File: config.mk
export PLATFORM = sky130hd
export DESIGN_NAME = dmem_arbiter
export DESIGN_NICKNAME = d
export VERILOG_FILES = /design/src/rtl/dmem_arbiter.sv
export SDC_FILE = /design/constraint.sdc
export NUM_CORES = 1
export LEC_CHECK = 0
export CORE_MARGIN = 1.5
export CORE_UTILIZATION = 19
export DETAILED_ROUTE_END_ITERATION = 8
export GPL_ROUTABILITY_DRIVEN = 0
export PLACE_DENSITY = 0.75
export SYNTH_ARGS = -nofsm -noshare
export SYNTH_HDL_FRONTEND = slang
export SYNTH_SLANG_ARGS = --single-unit
File: constraint.sdc
create_clock -name CLK -period 1.32 [get_ports CLK]
set_clock_uncertainty 0.15 [all_clocks]
set_input_delay 0.132 -clock CLK [delete_from_list [all_inputs] [get_ports CLK]]
set_output_delay 0.132 -clock CLK [all_outputs]
set_load 0.02 [all_outputs]
File: src/rtl/dmem_arbiter.sv
// Two-port arbiter for the single-port data memory: CPU (C) has default priority,
// a saturating wait counter bounds debug-port (D) starvation, and d_lock gives D burst ownership.
module dmem_arbiter #(
  parameter int AW       = 8,
  parameter int DW       = 16,
  parameter int MAX_WAIT = 4,
  localparam int WW      = (MAX_WAIT > 0) ? $clog2(MAX_WAIT + 1) : 1
) (
  input  logic          CLK,
  input  logic          rst,
  input  logic          c_req,
  input  logic          c_we,
  input  logic [AW-1:0] c_addr,
  input  logic [DW-1:0] c_wdata,
  output logic          c_gnt,
  output logic          c_stall,
  output logic          c_rvalid,
  output logic [DW-1:0] c_rdata,
  input  logic          d_req,
  input  logic          d_we,
  input  logic          d_lock,
  input  logic [AW-1:0] d_addr,
  input  logic [DW-1:0] d_wdata,
  output logic          d_gnt,
  output logic          d_rvalid,
  output logic [DW-1:0] d_rdata,
  output logic          m_en,
  output logic          m_we,
  output logic [AW-1:0] m_addr,
  output logic [DW-1:0] m_wdata,
  input  logic [DW-1:0] m_rdata,
  output logic          dbg_locked,
  output logic [WW-1:0] dbg_wait_cnt
);

  // Handshake: a port's req/we/addr/wdata are held until its gnt; gnt in the same
  // cycle means the access reaches memory this cycle; read data returns with
  // rvalid exactly one cycle later.

  typedef enum logic {SHARED = 1'b0, D_LOCK = 1'b1} state_t;

  localparam logic [WW-1:0] MAX_W = WW'(MAX_WAIT);

  state_t        state;
  logic [WW-1:0] wait_cnt;
  logic          rd_pend;
  logic          rd_owner;

  always_comb begin
    c_gnt = 1'b0;
    d_gnt = 1'b0;
    if (rst) begin
      if (state == D_LOCK) begin
        d_gnt = d_req;
      end else begin
        d_gnt = d_req & (~c_req | (wait_cnt >= MAX_W));
        c_gnt = c_req & ~d_gnt;
      end
    end
  end

  assign c_stall = rst & c_req & ~c_gnt;

  // Memory side is zero whenever nobody holds a grant.
  assign m_en    = c_gnt | d_gnt;
  assign m_we    = d_gnt ? d_we    : (c_gnt & c_we);
  assign m_addr  = d_gnt ? d_addr  : (c_gnt ? c_addr  : '0);
  assign m_wdata = d_gnt ? d_wdata : (c_gnt ? c_wdata : '0);

  assign c_rvalid = rd_pend & ~rd_owner;
  assign d_rvalid = rd_pend & rd_owner;
  assign c_rdata  = c_rvalid ? m_rdata : '0;
  assign d_rdata  = d_rvalid ? m_rdata : '0;

  assign dbg_locked   = (state == D_LOCK);
  assign dbg_wait_cnt = wait_cnt;

  always_ff @(posedge CLK or negedge rst) begin
    if (!rst) begin
      state    <= SHARED;
      wait_cnt <= '0;
      rd_pend  <= 1'b0;
      rd_owner <= 1'b0;
    end else begin
      rd_pend  <= m_en & ~m_we;
      rd_owner <= d_gnt;

      if (d_gnt | ~d_req) begin
        wait_cnt <= '0;
      end else if (wait_cnt < MAX_W) begin
        wait_cnt <= wait_cnt + 1'b1;
      end

      // The cycle in which d_lock drops is still D-owned; SHARED resumes after it.
      case (state)
        SHARED:  if (d_gnt & d_lock) state <= D_LOCK;
        D_LOCK:  if (!d_lock)        state <= SHARED;
        default:                     state <= SHARED;
      endcase
    end
  end

endmodule

Yosys cells after proc, flatten, opt, wreduce, memory -nomap -nowiden. Index checks and enable logic that the tools add are counted.

Bits in registers: 6. Input bits: 71. Output and inout port bits: 67. Logic and storage cells: 43.

$add $sub $neg: 1. Order comparisons: 2. Multiplexer cells: 16. Bitwise gates (word level): 19. Reductions and logical operators: 1.

Operators by type and width (number): two-way mux 16 bit (4); two-way mux 8 bit (2); AND 1 bit (9); two-way mux 1 bit (7); inverter 1 bit (7); two-way mux 3 bit (2); adder 3 x 1 -> 3 bit, second input constant (1); greater-or-equal comparator 3 bit, second input constant (1); < comparator 3 bit, second input constant (1); bitwise OR 1 bit (3); one-hot mux 1 bit (2 select lines) (1); nonzero test 2 bit (1).

Depth between registers and ports, before layout. Gate-level depths: netlist of the first run.

Depth after elaboration: 11. Depth in mapped cells: 4. Mapped depth without buffers: 3.

Worst setup path after synthesis of the first run. No wires, ideal clock.

Path kind: reg-to-output. Start: register wait_cnt[2] (netlist: dbg_wait_cnt[2]). End: output port m_wdata[10]. Arrival time: 1.399 ns. Required time: 1.038 ns. Setup slack: -0.361 ns. Stages on the path, launching flop included: 5. Path through: dfrtp_1 nand2_2 nor3b_4 buf_6 a22o_1.

Cells in the longest elaborated chain, start to end: 9. Elaborated cells between the ends (all ways): 11. Those cells by class: order compare: 1; mux: 6; bitwise: 4.

RTL lines: start: declaration (RTL line 45) `logic [WW-1:0] wait_cnt;`; start signal: assignment (RTL line 91) `wait_cnt <= wait_cnt + 1'b1;`; greater-or-equal comparator 3 bit (RTL line 56) `d_gnt = d_req & (~c_req | (wait_cnt >= MAX_W));`; bitwise OR 1 bit (RTL line 56); AND 1 bit (RTL line 56); inverter 1 bit (RTL line 57) `c_gnt = c_req & ~d_gnt;`; AND 1 bit (RTL line 57); two-way mux 1 bit (RTL line 53) `if (state == D_LOCK) begin`; two-way mux 1 bit (RTL line 52) `if (rst) begin`; net c_gnt (RTL line 15) `output logic c_gnt,`; two-way mux 16 bit (2 in a row) (RTL line 68) `assign m_wdata = d_gnt ? d_wdata : (c_gnt ? c_wdata : '0);`; end: declaration (RTL line 30) `output logic [DW-1:0] m_wdata,`.

The timed path passes the listed nets, and every way through them passes these cells.

Worst setup path in the final report of the first run.
Start: register state (netlist: dbg_locked). End: output port m_wdata[3].

Cells in the longest elaborated chain, start to end: 4. Elaborated cells between the ends (all ways): 6. Those cells by class: mux: 6.

RTL lines: start: declaration (RTL line 44) `state_t state;`; start signal: assignment (RTL line 80) `state <= SHARED;`; start signal: assignment (RTL line 96) `SHARED: if (d_gnt & d_lock) state <= D_LOCK;`; start signal: assignment (RTL line 97) `D_LOCK: if (!d_lock) state <= SHARED;`; two-way mux 1 bit (RTL line 53); two-way mux 1 bit (RTL line 52); two-way mux 16 bit (RTL line 68); two-way mux 16 bit * (RTL line 68).

Every way passes the cells marked *; elsewhere a longest branch is shown, timed or not.

==> run summary, run 1 <==
run status -> finished with violations
failing checks -> negative setup slack
GR Util All Layers -> 16.66%
Max Fclk -> 546.0 MHz
core area -> 4029 um^2
CTS Root Cell -> clkbuf_8
nets -> 335
worst min path class -> in2reg
fin crit period -> 1.831 ns
TritonCTS clock tree -> done
IO Pins -> 138
Worst-Skew Late Latency -> 0.22 ns
Die Area -> 4647 um^2
Yosys cell types -> 26
vias -> 1431
Die Ht -> 68.17 um
reg-to-reg startpoint -> dbg_wait_cnt[2]
Synth Warn # -> 0
Detailed Place HPWL -> 3192 um
Critical Path Start -> dbg_locked
final hold viol count -> 0
power density cells -> 543.6 nW/um^2
ratio of cells with drive above 1 in the final layout -> 64.37%
maximum fanout along the worst path -> 13
First-pass DRT Iterations -> 4
Fillers -> 282
Fin Setup TNS -> -20.93 ns
Std-Cell Rows -> 23
drt drc -> 0
Max Slew Vio Count -> 0
CTS H-tree depth -> 1
RSZ-0062 raised after global routing -> yes
Reg-to-Reg End -> rd_pend
Worst Path Required -> 1.04 ns
Worst Max-Slew Pin Slew -> 0.1866 ns
Leak -> 1.426 nW
clock buffer depth -> 2
Starting Density -> 20.03%
vias per inst -> 4.601
initial antenna violation count -> 0
Clock transition at path regs -> 0.03 ns
main flop type after synthesis -> dfrtp_1
TritonCTS Sinks -> 6
Mapped Avg Cell Area -> 8.868 um^2
n_diodes -> 0
DRT iter0 DRCs -> 22
#FFs+latches synth -> 6
Mapped Cells -> 91
Inserted Clock Buffers -> 3
final WL -> 4553 um
synth-to-layout area growth -> 271.3%
Mapped Area -> 807.0 um^2
VDD IR max -> 0.5898 mV
first-pass GRT wire length -> 5851 um
final setup margin -> -0.5114 ns
CP Class -> reg2out
fin crit share -> 138.7%
WL/cell -> 14.64 um
sequential area share after synthesis -> 18.60%
R2R setup slack -> -0.23 ns
worst setup path endpoint -> m_wdata[3]
critical path startpoint category -> flip-flop
FF-to-FF path depth -> 6
CP arrival -> 1.55 ns
Syn Nets -> 163
Setup Viol. Count Final -> 65
number of flops mapped to enable cells by yosys -> 0
pin count of the biggest net entering global routing -> 27
Total Power -> 1.629 mW
count of antenna-violating nets left after detailed routing -> 0
MaxCap Viol Count -> 0
GRT overflow -> 0
vias in the first global route -> 1306
Die W -> 68.17 um
Critical Path End Type -> output pin
Post-synth ARST share -> 100.0%
Port Buffer Count -> 137
Rel. slew slack -> 87.20%
[how the worst min path moves through the flow]
stage               startpoint    endpoint  slack [ns]  cells after the start
finish                  d_lock  dbg_locked        0.29                      2
global route            d_lock  dbg_locked        0.31                      2
CTS                     d_lock  dbg_locked        0.29                      2
detailed placement         rst    rd_owner        0.35                      2
global placement           rst    rd_owner        0.33                      2
floorplan                  rst  dbg_locked       -0.31                      0
[timing repair]
action                                  4_1_cts  5_1_grt
hold buffers                                  1        0
endpoints found under the hold margin         6        0
cloned                                        2        4
endpoints found under the setup margin       71       66
setup buffers                                12        4
pin swaps                                     7       15
resized for setup                           349       76
[layout make-up]
type                            instances  area (um^2)  share of cell area (%)
Sequential cell                         6        152.6                   5.094
Timing Repair Buffer                  175         1852                   61.80
Tap cell                               50        62.56                   2.088
Clock buffer                            3        41.29                   1.378
Multi-Input combinational cell         77        888.4                   29.65
[per-stage QoR]
stage	util (%)	instances	setup slack (ns)	hold WS, ns	area, um^2
finish	74.38	311	-0.5114	0.2937	2997
CTS	65.96	304	-0.5302	0.2916	2658
floorplan	-	91	-0.2501	-0.3136	1002
detailed placement	62.92	287	-0.9878	0.3477	2535
global route	74.38	311	-0.5641	0.3065	2997
global placement	62.92	287	-0.9505	0.3300	2535
[power by group]
group / switching (mW) / internal [mW] / leakage (nW)
Clock: 0.0757 / 0.195 / 0.0216
Sequential: 0.0164 / 0.202 / 0.0763
Combinational: 0.444 / 0.695 / 1.33
Total: 0.536 / 1.09 / 1.43
[per-layer routing]
metal / global-route usage (%) / wire length (um) / up-vias
met5: 0 / 0 / -
met3: 5.099 / 496 / 5
met2: 30.95 / 2354 / 85
met4: 5.250 / 46 / 0
li1: - / - / 693
met1: 17.79 / 1655 / 648
[critical path, cell delays in order (launching register included)]
cell and delay [ns]:
dfrtp_2 0.42, nor3b_4 0.25, nor2_4 0.08, clkbuf_16 0.18, a22o_4 0.26, buf_6 0.13
[registers in the layout (all words and copies together), names as in the netlist]
name and flops:
rd_pend 1, rd_owner 1, dbg_locked 1, dbg_wait_cnt 3
[synthesized netlist by cell type, types with 2 or more instances]
| library cell | count | area share (%) |
|---|---|---|
| a22o_1 | 20 | 22 |
| a22o_2 | 4 | 5.0 |
| and2_1 | 17 | 13 |
| and3_1 | 16 | 12 |
| buf_6 | 5 | 7.0 |
| clkbuf_1 | 2 | 0.93 |
| dfrtp_1 | 6 | 19 |
| nand2_1 | 2 | 0.93 |
| nor3b_1 | 2 | 1.9 |
[kinds of logic after synthesis]
group / count (synthesis) / share of synthesized area (%)
flip-flops: 6 / 18.60
AO/OA/AOI/OAI: 28 / 31.01
AND/OR/NAND/NOR: 46 / 37.99
buffers and inverters: 8 / 8.526
adder cells (fa/ha/maj): 1 / 1.550
XOR/XNOR: 1 / 1.085
multiplexers: 1 / 1.240
[cell usage in the layout (no fill, tap or decap), types with 3 or more instances in the layout]
cell type and count:
clkdlybuf4s50_1 67, and3_4 14, dfrtp_1 4, and2_4 17, a22o_4 18, dlygate4sd2_1 5
buf_2 10, clkbuf_8 3, buf_4 13, a22o_1 6, buf_12 3, buf_6 69
nand2_2 3
Note: power is estimated with default switching activity, not from simulation.
==> run 2: changes to the inputs <==
--- a/config.mk
+++ b/config.mk
@@ -8,7 +8,6 @@
 export CORE_MARGIN = 1.5
 export CORE_UTILIZATION = 19
 export DETAILED_ROUTE_END_ITERATION = 8
-export GPL_ROUTABILITY_DRIVEN = 0
 export PLACE_DENSITY = 0.75
 export SYNTH_ARGS = -nofsm -noshare
 export SYNTH_HDL_FRONTEND = slang
==> results of run 2 <==
The final DEF is identical to that of run 1; final timing and power are the same.
